File: config.mk
export PLATFORM = sky130hd
export DESIGN_NAME = mem_arbiter
export DESIGN_NICKNAME = d
export VERILOG_FILES = /design/src/rtl/mem_arbiter_pkg.sv /design/src/rtl/mem_arbiter.sv
export SDC_FILE = /design/constraint.sdc
export NUM_CORES = 1
export LEC_CHECK = 0
export ABC_AREA = 1
export ABC_CLOCK_PERIOD_IN_PS = 4100
export BUFFER_PORTS_ARGS = -buffer_cell sky130_fd_sc_hd__buf_4
export CAP_MARGIN = 20
export CORE_MARGIN = 4
export CORE_UTILIZATION = 45
export CTS_BUF_LIST = sky130_fd_sc_hd__clkbuf_16
export DETAILED_ROUTE_END_ITERATION = 10
export GPL_ROUTABILITY_DRIVEN = 1
export PLACE_DENSITY = 0.89
export SLEW_MARGIN = 20
export SYNTH_ARGS = -nofsm -noshare
export SYNTH_HDL_FRONTEND = slang
export SYNTH_SLANG_ARGS = --single-unit
File: constraint.sdc
create_clock -name i_clk -period 4.1 [get_ports i_clk]
set_input_delay 0.82 -clock i_clk [delete_from_list [all_inputs] [get_ports i_clk]]
set_output_delay 0.82 -clock i_clk [all_outputs]
set_load 0.02 [all_outputs]
File: src/rtl/mem_arbiter_pkg.sv
// mem_arbiter_pkg: shared widths, fetch funct3 and FSM state encoding for mem_arbiter.
package mem_arbiter_pkg;
  localparam int XLEN_DEF = 32;
  localparam logic [2:0] FUNCT3_LW = 3'b010;
  typedef enum logic [1:0] {
    IDLE      = 2'd0,
    INST_BUSY = 2'd1,
    DATA_BUSY = 2'd2,
    DONE      = 2'd3
  } state_e;
endpackage

File: src/rtl/mem_arbiter.sv
// mem_arbiter: shares one memory port between instruction fetch and data access, data first.
// Define MEM_ARB_FAIR_EN to bound instruction starvation to STARVE_MAX consecutive data grants.
module mem_arbiter
  import mem_arbiter_pkg::*;
#(
  parameter int XLEN = XLEN_DEF
`ifdef MEM_ARB_FAIR_EN
  , parameter int STARVE_MAX = 4
`endif
) (
  input  logic            i_clk,
  input  logic            i_rst_n,
  input  logic            i_inst_req,
  input  logic [XLEN-1:0] i_inst_addr,
  output logic            or_inst_ack,
  output logic [XLEN-1:0] or_inst_data,
  input  logic            i_data_req,
  input  logic [XLEN-1:0] i_data_addr,
  input  logic [XLEN-1:0] i_data_wdata,
  input  logic [2:0]      i_data_funct3,
  input  logic            i_data_we,
  output logic            or_data_ack,
  output logic [XLEN-1:0] or_data_rdata,
  output logic            or_mem_req,
  output logic [XLEN-1:0] or_mem_addr,
  output logic [XLEN-1:0] or_mem_wdata,
  output logic [2:0]      or_mem_funct3,
  output logic            or_mem_we,
  input  logic            i_mem_ack,
  input  logic [XLEN-1:0] i_mem_rdata
);
  state_e            state_q, state_d;
  logic              mem_req_q, mem_req_d;
  logic [XLEN-1:0]   mem_addr_q, mem_addr_d;
  logic [XLEN-1:0]   mem_wdata_q, mem_wdata_d;
  logic [2:0]        mem_funct3_q, mem_funct3_d;
  logic              mem_we_q, mem_we_d;
  logic              inst_ack_q, inst_ack_d;
  logic [XLEN-1:0]   inst_data_q, inst_data_d;
  logic              data_ack_q, data_ack_d;
  logic [XLEN-1:0]   data_rdata_q, data_rdata_d;
  logic              inst_first;
  logic              grant_data;
  logic              grant_inst;

  assign grant_data = i_data_req && !(i_inst_req && inst_first);
  assign grant_inst = i_inst_req && !grant_data;

`ifdef MEM_ARB_FAIR_EN
  localparam int CW = $clog2(STARVE_MAX + 1);
  logic [CW-1:0] starve_q, starve_d;

  assign inst_first = starve_q == CW'(STARVE_MAX);

  // Counts data grants that overtook a waiting fetch; saturates at STARVE_MAX.
  always_comb begin
    starve_d = starve_q;
    if (state_q == IDLE && grant_inst)
      starve_d = '0;
    else if (state_q == IDLE && grant_data && i_inst_req && !inst_first)
      starve_d = starve_q + 1'b1;
  end

  always_ff @(posedge i_clk) begin
    if (!i_rst_n) starve_q <= '0;
    else          starve_q <= starve_d;
  end
`else
  assign inst_first = 1'b0;
`endif

  always_comb begin
    state_d      = state_q;
    mem_req_d    = mem_req_q;
    mem_addr_d   = mem_addr_q;
    mem_wdata_d  = mem_wdata_q;
    mem_funct3_d = mem_funct3_q;
    mem_we_d     = mem_we_q;
    inst_ack_d   = 1'b0;
    inst_data_d  = inst_data_q;
    data_ack_d   = 1'b0;
    data_rdata_d = data_rdata_q;
    case (state_q)
      IDLE: begin
        if (grant_data) begin
          state_d      = DATA_BUSY;
          mem_req_d    = 1'b1;
          mem_addr_d   = i_data_addr;
          mem_wdata_d  = i_data_wdata;
          mem_funct3_d = i_data_funct3;
          mem_we_d     = i_data_we;
        end else if (grant_inst) begin
          state_d      = INST_BUSY;
          mem_req_d    = 1'b1;
          mem_addr_d   = i_inst_addr;
          mem_wdata_d  = '0;
          mem_funct3_d = FUNCT3_LW;
          mem_we_d     = 1'b0;
        end
      end
      INST_BUSY, DATA_BUSY: begin
        if (i_mem_ack) begin
          state_d   = DONE;
          mem_req_d = 1'b0;
          if (state_q == INST_BUSY) begin
            inst_ack_d  = 1'b1;
            inst_data_d = i_mem_rdata;
          end else begin
            data_ack_d   = 1'b1;
            data_rdata_d = mem_we_q ? data_rdata_q : i_mem_rdata;
          end
        end
      end
      default: state_d = IDLE;
    endcase
  end

  always_ff @(posedge i_clk) begin
    if (!i_rst_n) begin
      state_q      <= IDLE;
      mem_req_q    <= 1'b0;
      mem_addr_q   <= '0;
      mem_wdata_q  <= '0;
      mem_funct3_q <= '0;
      mem_we_q     <= 1'b0;
      inst_ack_q   <= 1'b0;
      inst_data_q  <= '0;
      data_ack_q   <= 1'b0;
      data_rdata_q <= '0;
    end else begin
      state_q      <= state_d;
      mem_req_q    <= mem_req_d;
      mem_addr_q   <= mem_addr_d;
      mem_wdata_q  <= mem_wdata_d;
      mem_funct3_q <= mem_funct3_d;
      mem_we_q     <= mem_we_d;
      inst_ack_q   <= inst_ack_d;
      inst_data_q  <= inst_data_d;
      data_ack_q   <= data_ack_d;
      data_rdata_q <= data_rdata_d;
    end
  end

  assign or_mem_req    = mem_req_q;
  assign or_mem_addr   = mem_addr_q;
  assign or_mem_wdata  = mem_wdata_q;
  assign or_mem_funct3 = mem_funct3_q;
  assign or_mem_we     = mem_we_q;
  assign or_inst_ack   = inst_ack_q;
  assign or_inst_data  = inst_data_q;
  assign or_data_ack   = data_ack_q;
  assign or_data_rdata = data_rdata_q;
endmodule

==> impl_metrics.tcl, run 1 <==
set metrics [dict create \
    max_clock_freq_ghz 0.3930 \
    grt_max_degree 103 \
    required_ns 4.38 \
    clk_latency_ns 0.41 \
    hold-path-cell-count 2 \
    ir_worst_vdd_v 0.0004680 \
    drc 0 \
    reg2reg_to "or_inst_data[9]" \
    dr.pass1.iters 5 \
    start_util_pct 46.02 \
    hold_start "or_mem_req" \
    fin_util_pct 68.04 \
    postCtsSetupRepairBufs 0 \
    layout.cells.most_common_list "buf_4 (277), nand2_1 (179), nor2_1 (167)" \
    rsz0062_at_grt "false" \
    endpoint_kind "flip-flop" \
    antenna_found_initial 0 \
    hold_path.class "flip-flop to flip-flop" \
    worst-setup-path-type "input port to flip-flop" \
    period_needed_ns 2.545 \
    antenna_cells 0 \
    initialDrtViolationCount 544 \
    crit_path_top_delay_cell "nand2_2" \
    hold_slack_ns 0.4479 \
    p_leak_uw 0.003749 \
    ios 272 \
    rows 39 \
    clk_pin_slew_ns 0.05 \
    post_dp_cell_area_mm2 0.007279 \
    setup_viol 0 \
    stdcell_area_mm2 0.007802 \
    fp.dieH_um 116.3 \
    grt_pass1_wl_um 24970 \
    h-tree-depth 4 \
    cts-root-buf "clkbuf_16" \
    vias 5654 \
    r2r_slack_ns 1.64 \
    crit_path_frequent_cell "buf_4" \
    timing.rr.start "state_q[1]" \
    numClockSinks 137 \
    cts_tree "built" \
    startpoint_type "input port" \
    area_growth_syn_to_layout_pct 47.84 \
    worstRegToRegCells 7 \
    synthesis.area_per_instance_um2 7.300 \
    slew_headroom_pct 34.23 \
    wirelength_um 16280 \
    hold_end "or_mem_req" \
    synth_nets 864 \
    cts_made_buffers 17 \
    critPathArrivalTime_ns 2.82 \
    vias_per_cell 5.026 \
    tns_ns 0 \
    ant_nets 0 \
    outcome "complete, no violations" \
    globalplace.congestion 0.8011 \
    tightestPinTransition_ns 0.9805 \
    powerDensity_mw_per_mm2 715.2 \
    ys_types 19 \
    path_cells "buf_4, inv_6, nand2_4, nand2_2, buf_4, nand2_1, a21oi_1" \
    finalHoldViolCount 0 \
    slew_violations 0 \
    cts_resized 0 \
    cts_hold_buf 0 \
    cpPeakStageDelay_ns 0.58 \
    drive_gt1_share_pct 31.47 \
    grt_pass1_vias 5326 \
    nets 1110 \
    cts.path.max_buffers 2 \
    portBuffers 271 \
    cp_max_fo 51 \
    ys_ff_latch 137 \
    synth_sequential_area_ratio_pct 51.97 \
    finClkSkew_ns 0.007349 \
    yosysWarnings 0 \
    wl_per_cell_um 14.47 \
    grt_overflow 0 \
    hpwl_um 11450 \
    fin_crit_sh_pct 62.07 \
    cap_violations 0 \
    synth.cell_area_mm2 0.005278 \
    die_x_um 116.3 \
    core_mm2 0.01147 \
    grt_use_total_pct 23.39 \
    die_area_mm2 0.01352 \
    netlist_instances 723 \
    final_common_cell "buf_4" \
]
cell type report:
type / count / area [µm²]
clock buffer: 17 / 425.4
clock inverter: 15 / 97.59
timing repair buffer: 277 / 2079
sequential: 137 / 2743
multi-input combinational: 524 / 2228
inverter: 12 / 50.05
tap: 143 / 178.9
fill: 980 / 3665
worst max path at each step:
stage,cells past startpoint,endpoint,start,slack [ns]
floorplan,8,or_mem_wdata[10],i_data_req,2.50
global placement,7,or_mem_wdata[8],i_data_req,1.21
detailed placement,7,or_mem_wdata[12],i_data_req,1.16
CTS,7,or_mem_wdata[0],i_data_req,1.60
global route,7,or_inst_data[31],state_q[1],1.34
finish,7,or_mem_wdata[0],i_data_req,1.56
sequential cells by signal, summed over array words and instances (netlist names):
name	count
or_mem_wdata	32
or_mem_req	1
or_mem_funct3	3
state_q	2
or_data_rdata	32
or_mem_we	1
or_inst_ack	1
or_data_ack	1
or_inst_data	32
or_mem_addr	32
worst max-delay path: cells and delay by family:
family	cells	cell delay [ns]
AND/OR/NAND/NOR	3	1.00
buffers and inverters	3	0.91
AO/OA/AOI/OAI	1	0.06
cell families after synthesis:
| family | Yosys count | share of synthesized area (%) |
|---|---|---|
| fa+ha+maj | 4 | 0.9484 |
| compound gates | 168 | 15.93 |
| flops | 137 | 51.97 |
| simple gates | 352 | 25.34 |
| buf+inv | 62 | 5.809 |
power by group:
group | internal (µW) | leakage [µW] | total [µW] | switching [µW]
clock | 811 | 0.000276 | 1350 | 540
combinational | 897 | 0.00235 | 2320 | 1430
sequential | 1710 | 0.00112 | 1910 | 198
total | 3420 | 0.00375 | 5580 | 2160
layer usage:
layer,share of wire [%],vias up,track usage (%)
met5,0,-,0
li1,-,2799,-
met3,11,53,8.187
met4,3.8,0,11.83
met1,37,2534,26.54
met2,48,268,38.98
metrics by stage:
| stage | setup WS (ns) | std cells | power, µW |
|---|---|---|---|
| 6_report | 1.555 | 1125 | 5581 |
| 5_1_grt | 1.336 | 1125 | 5951 |
| 4_1_cts | 1.596 | 1125 | 5620 |
| 3_5_place_dp | 1.156 | 1093 | 4257 |
| 3_3_place_gp | 1.209 | 1093 | 4202 |
| 2_1_floorplan | 2.501 | 723 | 3374 |
cell usage after synthesis:
| library cell | instances | area (µm²) |
|---|---|---|
| nor3_1 | 1 | 5.000 |
| inv_1 | 8 | 30.03 |
| clkinv_1 | 1 | 3.750 |
| ha_1 | 4 | 50.05 |
| dfxtp_1 | 137 | 2743 |
| nand2_4 | 1 | 11.26 |
| nand2_1 | 179 | 671.9 |
| inv_6 | 1 | 8.760 |
| a21oi_1 | 71 | 355.3 |
| buf_2 | 22 | 110.1 |
| buf_6 | 5 | 56.30 |
| nand3_1 | 2 | 10.01 |
| buf_1 | 1 | 3.750 |
| buf_4 | 1 | 7.510 |
| nor2_1 | 167 | 626.9 |
| clkbuf_1 | 21 | 78.83 |
| nand2_2 | 2 | 12.51 |
| o21ai_0 | 97 | 485.5 |
| inv_2 | 2 | 7.510 |
Power figures use the tool's default switching activity.
==> inputs of run 2 (changes only) <==
- ABC_CLOCK_PERIOD_IN_PS: 4100 -> 2400
- clock period: 4.1 -> 2.4 ns (I/O delays scaled with it)
==> run 2 against run 1 <==
Effect of this change: design area increased by 1.5%; clock power increased by 91%; combinational power increased by 73%; sequential share of layout area decreased by 0.51 points; clock skew increased by 0.0014 ns; via count decreased by 1.1%; register-to-register slack got worse by 1.1 ns; utilization increased by 1.0 points; critical path type is now flip-flop to flip-flop.
==> impl_metrics.tcl, run 2 (synthesis results as in run 1) <==
set metrics [dict create \
    seqPwrFrac_pct 33.2 \
    cap_violations 0 \
    p_clk_share_pct 26.2 \
    fp.dieH_um 116.3 \
    clk_latency_ns 0.42 \
    sw_frac_of_total_pct 38.14 \
    cts-root-buf "clkbuf_16" \
    h-tree-depth 4 \
    grt_pass1_wl_um 25880 \
    outcome "complete, no violations" \
    tns_ns 0 \
    cts_resized 0 \
    crit_path_top_delay_cell "inv_2" \
    ant_nets 0 \
    finalHoldViolCount 0 \
    start_util_pct 46.02 \
    place_ws_ns 0.4954 \
    die_x_um 116.3 \
    antenna_found_initial 0 \
    final_common_cell "buf_4" \
    grt_overflow 0 \
    die_area_mm2 0.01352 \
    globalplace.congestion 0.8612 \
    ir_worst_vdd_v 0.0007313 \
    ios 272 \
    hpwl_um 11980 \
    cpPeakStageDelay_ns 0.47 \
    path_cells "inv_1, ha_1, nand2_1, inv_1, nand2_1, inv_2, nor2_1, nor2_1" \
    vias 5592 \
    max_clock_freq_ghz 0.5267 \
    wirelength_um 16710 \
    fin_crit_sh_pct 79.10 \
    cp_max_fo 32 \
    setup_ws_ns 0.5015 \
    period_needed_ns 1.898 \
    nets 1113 \
    rows 39 \
    hold_path.class "input port to flip-flop" \
    fin_util_pct 69.05 \
    area_growth_syn_to_layout_pct 50.02 \
    critPathArrivalTime_ns 2.24 \
    drc 0 \
    pwr-share-comb_pct 40.7 \
    cts_made_buffers 17 \
    tightestPinTransition_ns 0.8021 \
    hold-path-cell-count 3 \
    wl_per_cell_um 14.81 \
    postCtsSetupRepairBufs 0 \
    endpoint_kind "flip-flop" \
    antenna_cells 0 \
    initialDrtViolationCount 448 \
    slew_headroom_pct 46.53 \
    powerDensity_mw_per_mm2 1246 \
    slew_violations 0 \
    drive_gt1_share_pct 31.98 \
    p_int_uw 6102 \
    p_leak_uw 0.003791 \
    cts.path.max_buffers 2 \
    finClkSkew_ns 0.008754 \
    required_ns 2.74 \
    worst-setup-path-type "flip-flop to flip-flop" \
    post_dp_cell_area_mm2 0.007307 \
    grt_max_degree 102 \
    dr.pass1.iters 5 \
    switching_power_uw 3762 \
    startpoint_type "flip-flop" \
    cts_tree "built" \
    portBuffers 271 \
    grt_pass1_vias 5416 \
    worstRegToRegCells 8 \
    setup_viol 0 \
    stdcell_area_mm2 0.007918 \
    grt_use_total_pct 24.33 \
    rsz0062_at_grt "false" \
    cts_hold_buf 0 \
    core_mm2 0.01147 \
    numClockSinks 137 \
    clk_pin_slew_ns 0.06 \
    vias_per_cell 4.957 \
    layout.cells.most_common_list "buf_4 (278), nand2_1 (179), nor2_1 (167)" \
]
[run 2: critical path, delay by kind of cell (launching register included)]
family	cells	cell delay, ns
buffers and inverters	3	0.63
adders and majority gates	1	0.32
and+or+nand+nor	4	0.48
DFF	1	0.39
[run 2: final cells by class]
class,count,area (µm²)
clock buffers,17,425.4
fillers,945,3550
flip-flops and latches,137,2743
repair buffers,280,2132
clock inverters,15,160.2
inverters,12,50.05
multi-input cells,524,2228
well taps,143,178.9
[run 2: worst paths after layout]
kind / start / to / slack [ns]
max: state_q[0] / or_data_rdata[13] / 0.50
min: i_data_wdata[7] / or_mem_wdata[7] / 0.32
max reg2reg: state_q[0] / or_data_rdata[13] / 0.50
min reg2reg: or_mem_req / or_mem_req / 0.45
[run 2: stage by stage]
stage          hold slack, ns  cells  total power, µW
3_5_place_dp           0.4386   1095             7316
5_1_grt                0.3160   1128            10470
3_3_place_gp           0.4297   1095             7218
4_1_cts                0.2999   1127             9908
6_report               0.3222   1128             9864
2_1_floorplan          0.5172    723             5764
[run 2: routing by layer]
layer	share of wire (%)	wire (µm)	vias to the layer above	track usage, %
met4	3.4	576	0	11.45
met2	48	8068	258	40.92
met5	0	0	-	0
met1	37	6217	2480	27.25
li1	-	-	2810	-
met3	11	1844	44	9.171
[run 2: power by group through the flow]
stage | combinational (µW) | clock, µW | sequential (µW)
6_report | 4010 | 2580 | 3270
5_1_grt | 4440 | 2700 | 3340
4_1_cts | 4030 | 2610 | 3270
3_5_place_dp | 4010 | 0 | 3310
3_3_place_gp | 3940 | 0 | 3270
2_1_floorplan | 1750 | 0 | 4010
==> inputs of run 3 (changes only) <==
- ABC_CLOCK_PERIOD_IN_PS: 2400 -> 1750
- clock period: 2.4 -> 1.75 ns (I/O delays scaled with it)
==> run 3 against run 2 <==
Effect of this change: design area is 0.76% higher; maximum frequency grew 18%; first-iteration DRC count rose by 29%; power grew 37%; critical path depth did not move; clock skew down 0.0020 ns; sequential share of layout area is 0.26 points lower; worst setup slack got worse by 0.36 ns; register-to-register slack lost 0.36 ns; hold slack worse by 0.13 ns; combinational power grew 40%; critical path type unchanged; largest power group unchanged; highest routed layer unchanged.
==> impl_metrics.tcl, run 3 (synthesis results as in run 1) <==
set metrics [dict create \
    outcome "complete, no violations" \
    dp.cells 1103 \
    period_needed_ns 1.608 \
    cap_violations 0 \
    nets 1120 \
    cts.path.max_buffers 2 \
    ios 272 \
    drive_gt1_share_pct 32.66 \
    grt_pass1_wl_um 25570 \
    ant_nets 0 \
    slew_headroom_pct 74.29 \
    fp.dieH_um 116.3 \
    fillers 955 \
    stdcell_area_mm2 0.007978 \
    hold_path.class "input port to flip-flop" \
    initialDrtViolationCount 577 \
    cp_max_fo 32 \
    vias 5683 \
    antenna_cells 0 \
    antenna_found_initial 0 \
    multi_input_area_mm2 0.002228 \
    setup_viol 0 \
    postCtsSetupRepairBufs 0 \
    max_clock_freq_ghz 0.6219 \
    wirelength_um 16500 \
    ir_worst_vdd_v 0.001046 \
    grt_use_total_pct 24.00 \
    core_mm2 0.01147 \
    slew_violations 0 \
    grt_pass1_vias 5313 \
    rows 39 \
    post_dp_cell_area_mm2 0.007392 \
    worst-setup-path-type "flip-flop to flip-flop" \
    finalHoldViolCount 0 \
    fin_crit_sh_pct 91.89 \
    cts_made_buffers 17 \
    cts-root-buf "clkbuf_16" \
    cts_resized 0 \
    die_x_um 116.3 \
    drc 0 \
    grt_overflow 0 \
    grt_max_degree 98 \
    hold_slack_ns 0.1925 \
    startpoint_type "flip-flop" \
    portBuffers 271 \
    clk_latency_ns 0.41 \
    hpwl_um 11830 \
    fin_util_pct 69.57 \
    critPathArrivalTime_ns 1.95 \
    h-tree-depth 4 \
    finClkSkew_ns 0.006753 \
    p_total_uw 13560 \
    cts_hold_buf 0 \
    area_growth_syn_to_layout_pct 51.16 \
    required_ns 2.09 \
    final_common_cell "buf_4" \
    endpoint_kind "flip-flop" \
    rsz0062_at_grt "true" \
    layout.cells.most_common_list "buf_4 (283), nand2_1 (179), nor2_1 (167)" \
    p_leak_uw 0.003824 \
    tightestPinTransition_ns 0.3856 \
    start_util_pct 46.02 \
    clk_pin_slew_ns 0.06 \
    die_area_mm2 0.01352 \
    wl_per_cell_um 14.53 \
    fin_cells 1135 \
    seq_area_mm2 0.002743 \
    cts_tree "built" \
    numClockSinks 137 \
    powerDensity_mw_per_mm2 1699 \
    dr.pass1.iters 7 \
    vias_per_cell 5.007 \
    globalplace.congestion 0.8614 \
]
==> run 3: cell count changes in the layout (fill, tap and decap cells not counted), sizes merged <==
cell      before  now
buf          279  287
clkinv        12    8
inv           11   14
clkinvlp       1    3
bufinv         3    2
clkbuf        18   17
==> run 3: metrics by stage <==
step | setup slack [ns] | setup TNS, ns
after detailed placement | 0.09809 | 0
after floorplan | 0.2903 | 0
final | 0.1419 | 0
after CTS | 0.06603 | 0
after global routing | -0.004904 | -0.004904
after global placement | 0.1584 | 0
==> run 3: layer usage <==
metal	up-vias	wire length (µm)	global-route usage (%)
met1	2566	6111	27.21
li1	2820	-	-
met5	-	0	0
met2	256	8099	40.35
met4	0	517	11.91
met3	41	1768	8.083
==> run 3: worst paths after layout <==
path / start / end / slack (ns) / depth (start not counted)
worst max-delay path: state_q[1] / or_data_rdata[1] / 0.14 / 8
worst min-delay path: i_data_wdata[11] / or_mem_wdata[11] / 0.19 / 3
worst max register to register: state_q[1] / or_data_rdata[1] / 0.14 / 8
worst min register to register: or_mem_req / or_mem_req / 0.46 / 2
==> run 3: worst max-delay path, stage by stage, from the launching register on <==
cell and delay [ns]:
dfxtp_1 0.33, inv_1 0.08, ha_1 0.31, nand2_1 0.11
inv_1 0.06, nand2_1 0.13, buf_6 0.25, o21ai_0 0.11
nor2_1 0.15
==> run 3: layout make-up <==
cell class / instances / area share [%]
clock buffer: 17 / 5.332
clock inverter: 15 / 1.929
inverter: 12 / 0.6587
multi-input combinational: 524 / 27.93
sequential: 137 / 34.38
tap: 143 / 2.243
timing repair buffer: 287 / 27.53
==> run 3: power breakdown <==
part	internal, µW	switching, µW	total (µW)
clock network	2100	1350	3450
registers	4000	467	4470
logic	2230	3400	5630
total	8340	5220	13600
